--- config.mk ---
export PLATFORM = sky130hd
export DESIGN_NAME = score_keeper
export DESIGN_NICKNAME = d
export VERILOG_FILES = /design/src/rtl/pong_pkg.sv /design/src/rtl/bcd_counter2.sv /design/src/rtl/score_keeper.sv
export SDC_FILE = /design/constraint.sdc
export NUM_CORES = 1
export LEC_CHECK = 0
export CELL_PAD_IN_SITES_DETAIL_PLACEMENT = 1
export CELL_PAD_IN_SITES_GLOBAL_PLACEMENT = 1
export CORE_ASPECT_RATIO = 0.75
export CORE_MARGIN = 1.5
export CORE_UTILIZATION = 30
export DETAILED_ROUTE_END_ITERATION = 12
export PLACE_DENSITY = 0.62
export RECOVER_POWER = 50
export SYNTH_ARGS = -nofsm -noshare
export SYNTH_HDL_FRONTEND = slang
export SYNTH_HIERARCHICAL = 1
export SYNTH_SLANG_ARGS = --single-unit
--- constraint.sdc ---
create_clock -name clk -period 2.1 [get_ports clk]
set_input_delay 0.42 -clock clk [delete_from_list [all_inputs] [get_ports clk]]
set_output_delay 0.42 -clock clk [all_outputs]
set_load 0.02 [all_outputs]
--- src/rtl/pong_pkg.sv ---
// Shared types and constants for the pong score/match logic.
package pong_pkg;

    typedef logic [1:0] state_t;

    localparam state_t IDLE    = 2'd0;
    localparam state_t PLAY    = 2'd1;
    localparam state_t LOCKOUT = 2'd2;
    localparam state_t OVER    = 2'd3;

    typedef logic [3:0] bcd_digit_t;

    localparam bcd_digit_t BCD_MAX_DIGIT = 4'd9;
    localparam logic [6:0] SCORE_MAX     = 7'd99;

    // Post-increment score value, pinned at SCORE_MAX like the BCD counter.
    function automatic logic [6:0] sat_inc(input logic [6:0] v);
        return (v >= SCORE_MAX) ? SCORE_MAX : v + 7'd1;
    endfunction

endpackage

--- src/rtl/bcd_counter2.sv ---
// Two-digit BCD score counter, saturating at 99, with a parallel binary copy.
module bcd_counter2
    import pong_pkg::*;
(
    input  logic       clk,
    input  logic       reset,
    input  logic       clr,
    input  logic       inc,
    output bcd_digit_t ones,
    output bcd_digit_t tens,
    output logic [6:0] bin
);

    bcd_digit_t ones_q, tens_q;
    logic [6:0] bin_q;

    always_ff @(posedge clk or posedge reset) begin
        if (reset) begin
            ones_q <= '0;
            tens_q <= '0;
            bin_q  <= '0;
        end else if (clr) begin
            ones_q <= '0;
            tens_q <= '0;
            bin_q  <= '0;
        end else if (inc && (bin_q != SCORE_MAX)) begin
            bin_q <= bin_q + 7'd1;
            if (ones_q == BCD_MAX_DIGIT) begin
                ones_q <= '0;
                tens_q <= tens_q + 4'd1;
            end else begin
                ones_q <= ones_q + 4'd1;
            end
        end
    end

    assign ones = ones_q;
    assign tens = tens_q;
    assign bin  = bin_q;

endmodule

--- src/rtl/score_keeper.sv ---
// Pong match FSM and per-player BCD scores; all outputs registered.
// Define WIN_BY_TWO_EN to require a two-point winning margin (99 always wins).
module score_keeper
    import pong_pkg::*;
#(
    parameter int unsigned WIN_SCORE      = 7,
    parameter int unsigned LOCKOUT_FRAMES = 60
) (
    input  logic       clk,
    input  logic       reset,
    input  logic       frame_tick,
    input  logic       score1,
    input  logic       score2,
    input  logic       serve,
    output bcd_digit_t p1_ones,
    output bcd_digit_t p1_tens,
    output bcd_digit_t p2_ones,
    output bcd_digit_t p2_tens,
    output logic       playing,
    output logic       round_start,
    output logic       game_over,
    output logic       winner
);

    localparam logic [6:0] WIN_BIN   = 7'(WIN_SCORE);
    localparam logic [7:0] LOCK_INIT = 8'(LOCKOUT_FRAMES);

    state_t     state_q, state_d;
    logic [7:0] lock_q, lock_d;
    logic       score1_q, score2_q;
    logic       winner_q, winner_d;
    logic       game_over_q, playing_q, round_start_q;

    logic       edge1, edge2, inc1, inc2, clr, start;
    logic       p1_wins, p2_wins;
    logic [6:0] p1_bin, p2_bin, p1_next, p2_next;

    bcd_counter2 u_p1 (
        .clk   (clk),
        .reset (reset),
        .clr   (clr),
        .inc   (inc1),
        .ones  (p1_ones),
        .tens  (p1_tens),
        .bin   (p1_bin)
    );

    bcd_counter2 u_p2 (
        .clk   (clk),
        .reset (reset),
        .clr   (clr),
        .inc   (inc2),
        .ones  (p2_ones),
        .tens  (p2_tens),
        .bin   (p2_bin)
    );

    assign edge1   = score1 & ~score1_q;
    assign edge2   = score2 & ~score2_q;
    assign p1_next = sat_inc(p1_bin);
    assign p2_next = sat_inc(p2_bin);

`ifdef WIN_BY_TWO_EN
    assign p1_wins = (p1_next == SCORE_MAX) ||
                     ((p1_next >= WIN_BIN) && (p1_next >= p2_bin + 7'd2));
    assign p2_wins = (p2_next == SCORE_MAX) ||
                     ((p2_next >= WIN_BIN) && (p2_next >= p1_bin + 7'd2));
`else
    assign p1_wins = (p1_next == WIN_BIN);
    assign p2_wins = (p2_next == WIN_BIN);
`endif

    always_comb begin
        state_d  = state_q;
        lock_d   = lock_q;
        winner_d = winner_q;
        inc1     = 1'b0;
        inc2     = 1'b0;
        clr      = 1'b0;
        start    = 1'b0;
        case (state_q)
            IDLE: begin
                clr = 1'b1;
                if (serve) begin
                    state_d = PLAY;
                    start   = 1'b1;
                end
            end
            PLAY: begin
                // A tied edge awards nothing but still forces the lockout.
                if (edge1 && edge2) begin
                    state_d = LOCKOUT;
                    lock_d  = LOCK_INIT;
                end else if (edge1) begin
                    inc1 = 1'b1;
                    if (p1_wins) begin
                        state_d  = OVER;
                        winner_d = 1'b0;
                    end else begin
                        state_d = LOCKOUT;
                        lock_d  = LOCK_INIT;
                    end
                end else if (edge2) begin
                    inc2 = 1'b1;
                    if (p2_wins) begin
                        state_d  = OVER;
                        winner_d = 1'b1;
                    end else begin
                        state_d = LOCKOUT;
                        lock_d  = LOCK_INIT;
                    end
                end
            end
            LOCKOUT: begin
                if (frame_tick) begin
                    if (lock_q <= 8'd1) begin
                        state_d = PLAY;
                        lock_d  = '0;
                        start   = 1'b1;
                    end else begin
                        lock_d = lock_q - 8'd1;
                    end
                end
            end
            OVER: begin
                if (serve) begin
                    clr      = 1'b1;
                    state_d  = PLAY;
                    start    = 1'b1;
                    winner_d = 1'b0;
                end
            end
            default: state_d = IDLE;
        endcase
    end

    always_ff @(posedge clk or posedge reset) begin
        if (reset) begin
            state_q       <= IDLE;
            lock_q        <= '0;
            score1_q      <= 1'b0;
            score2_q      <= 1'b0;
            winner_q      <= 1'b0;
            game_over_q   <= 1'b0;
            playing_q     <= 1'b0;
            round_start_q <= 1'b0;
        end else begin
            state_q       <= state_d;
            lock_q        <= lock_d;
            score1_q      <= score1;
            score2_q      <= score2;
            winner_q      <= winner_d;
            game_over_q   <= (state_d == OVER);
            playing_q     <= (state_d == PLAY);
            round_start_q <= start;
        end
    end

    assign playing     = playing_q;
    assign round_start = round_start_q;
    assign game_over   = game_over_q;
    assign winner      = winner_q;

endmodule

==> results of run 1 <==
cell families after synthesis:
logic type / Yosys count
adders and majority gates: 16
DFF: 46
xor gates and xnor gates: 10
buffers and inverters: 22
and+or+nand+nor: 103
AOI/OAI and AO/OA: 64
muxes: 9
final cells by class:
cell class | count | area [um^2] | share of cell area (%)
Clock inverter | 1 | 5.00 | 0.146
Multi-Input combinational cell | 202 | 1430 | 41.8
Clock buffer | 7 | 143 | 4.17
Tap cell | 108 | 135 | 3.95
Sequential cell | 46 | 1150 | 33.7
Timing Repair Buffer | 56 | 492 | 14.4
Inverter | 17 | 63.8 | 1.87
critical path, cell delays in order:
cell and delay (ps):
clkdlybuf4s50_1 530, nor2b_1 210, and3_2 270, and2_1 170, nand3_1 90, or3_1 360, a21oi_1 150
Yosys cell counts (5+ instances only):
cell type	count	area [um^2]
o21ai_0	12	60.1
inv_1	17	63.8
xor2_1	8	70.1
nand2_1	25	93.8
nor2_1	23	86.3
nand4_1	5	31.3
o21ai_1	7	35.0
a21oi_1	15	75.1
nor2b_1	9	56.3
ha_1	16	200
mux2i_1	7	70.1
a31oi_1	5	31.3
nand3_1	7	35.0
dfrtp_1	46	1150
or3_1	10	62.6
how the worst max path moves through the flow:
stage | endpoint | slack [ps]
final | u_p2/bin[6] | 100
after global routing | lock_q[0] | -6
after CTS | lock_q[0] | 20
after detailed placement | u_p2/bin[6] | -220
after global placement | u_p2/bin[6] | -150
after floorplan | u_p1/bin[6] | 3
per-layer routing:
layer  up-vias  track usage [%]
met3         9             2.74
met5         -                0
met4         0             4.49
met2        21             23.1
met1      1063             20.1
li1       1081                -
timing repair:
action                                  in CTS  in global routing
endpoints found under the setup margin       0                  8
hold buffers                                 0                  0
resized for setup                            0                  4
registers in the layout, summed over array words and instances (netlist names):
register     cells
lock_q           8
u_p1/bin         7
u_p2/bin         7
u_p1/ones        4
u_p1/tens        4
u_p2/ones        4
u_p2/tens        4
state_q          2
game_over        1
playing          1
round_start      1
score1_q         1
score2_q         1
winner           1
where the power goes:
part	switching (mW)	total (mW)	internal [mW]
Sequential	0.114	1.11	0.999
Clock	0.336	0.809	0.473
Combinational	0.772	1.36	0.583
Total	1.22	3.28	2.06
==> impl_results.md, run 1 <==
- Max-Cap Viols: 0
- CP Launch Type: input pin
- H-tree level count: 2
- Final Critical Period: 2000 ps
- Largest family of logic cells by synthesized area: simple AND/OR/NAND/NOR gates
- Setup TNS: 0 ps
- Fill count: 980
- Async SR Flop Fraction: 100%
- WP data arrival: 2210 ps
- Post-layout util: 40.1%
- Largest net degree at the start of global routing: 20
- Final HPWL from detailed placement: 4740 um
- WL/cell: 14.7 um
- Initial antenna violation count: 0
- Total die area: 9400 um^2
- PnR worst setup slack: 96.6 ps
- Reg-to-reg slack, setup: 170 ps
- Dpl cells: 429
- Synth Register Bits: 46
- Clk root buf: clkbuf_16
- Die X: 111 um
- Dominant synthesized flop cell: dfrtp_1
- Synth Area in Adders: 7.57%
- Final Power: 3.28 mW
- Post-layout nets: 350
- Port buffer count: 25
- Worst EP required: 2310 ps
- DRT iter0 DRCs: 75
- Power per Cell Area: 959 nW/um^2
- Hold path endpoint: lock_q[7]
- Floorplan row count: 29
- GRT Total Usage: 14.5%
- Slew margin rel.: 37.2%
- Hold_sp: lock_q[7]
- Worst-skew pair later-pin latency: 290 ps
- Worst-path maximum fanout: 4
- HP Class: flop to flop
- Post-Syn Instances: 270
- Post-CTS Setup Repair Bufs: 0
- Max layer used: met4
- Vias in the first global route: 2283
- Synth Area in XOR/XNOR: 3.31%
- Clk sinks: 46
- Die H: 84.3 um
- R2r worst-path depth: 8
- VDD IR max: 0.000429 V
- Router iterations before antenna repair: 5
- Post-Syn Area: 2650 um^2
- Crit Reg-Reg Startpoint: state_q[1]
- Setup Viol. Count Final: 0
- Leak: 1.52 nW
- IO Count: 26
- Slew @ Worst Pin: 942 ps
- Tcrit/Tclk final: 95.4%
- CTS tree: done
- Setup crit end kind: flop
- Worst-path clk slew: 60 ps
- Post-DR vias/cell: 4.97
- Core Region: 8530 um^2
- Multiplexer share of the synthesized area: 3.50%
- Ant diodes: 0
- Grt total ovfl: 0
- Commonest non-fill, non-tap cell in the layout: dfrtp_1
- Starting Density: 31.0%
- Status: completed
- Number of nets with antenna violations after detailed routing: 0
- Number of remaining DRC errors: 0
- Pre-CTS setup slack: -219 ps
- WHS: 549 ps
- Area grow syn2layout: 29.2%
- CTS Buffer Depth: 2
- DRT met1 WL: 3260 um
- Via Count: 2174
- Hold path depth: 2
- Final Instance Area: 3420 um^2
- Worst Skew: 6.06 ps
- CTS Buf Count: 5
- Sequential area share after synthesis: 43.5%
- Final hold vios: 0
- Non-Filler Instances: 437
- CP Launch Point: score2
- Overall routed net length: 6440 um
- WS Path Type: input pin to flop
- GPL Wtd Cong: 0.819
- FMAX: 499 MHz
- First-pass GRT wire length: 11100 um
- Post-Synth Simple-Gate Area: 21.6%
- Metal3 WL: 136 um
- YS warnings: 6
- Most frequent cells in the layout: dfrtp_1, buf_4, nand2_1
- Met2 routed WL: 2960 um
- Post-synth EDFFs: 0
- Compound-Gate Fraction of Synth Area: 17.3%
- Netlist cell types: 51
- R2r endpoint: u_p1/bin[6]
- Post-synth net total: 292
- Final Max Tran Viols: 0
- Syn avg cell area: 9.80 um^2
- DP Area: 3260 um^2
- Share of layout cells above drive strength 1: 17.0%
Power figures use the tool's default switching activity.
==> run 2, diff against run 1 <==
--- a/config.mk
+++ b/config.mk
@@ -5,6 +5,7 @@
 export SDC_FILE = /design/constraint.sdc
 export NUM_CORES = 1
 export LEC_CHECK = 0
+export CAP_MARGIN = 20
 export CELL_PAD_IN_SITES_DETAIL_PLACEMENT = 1
 export CELL_PAD_IN_SITES_GLOBAL_PLACEMENT = 1
 export CORE_ASPECT_RATIO = 0.75
==> results of run 2 <==
The final DEF is identical to that of run 1; final timing and power are the same.
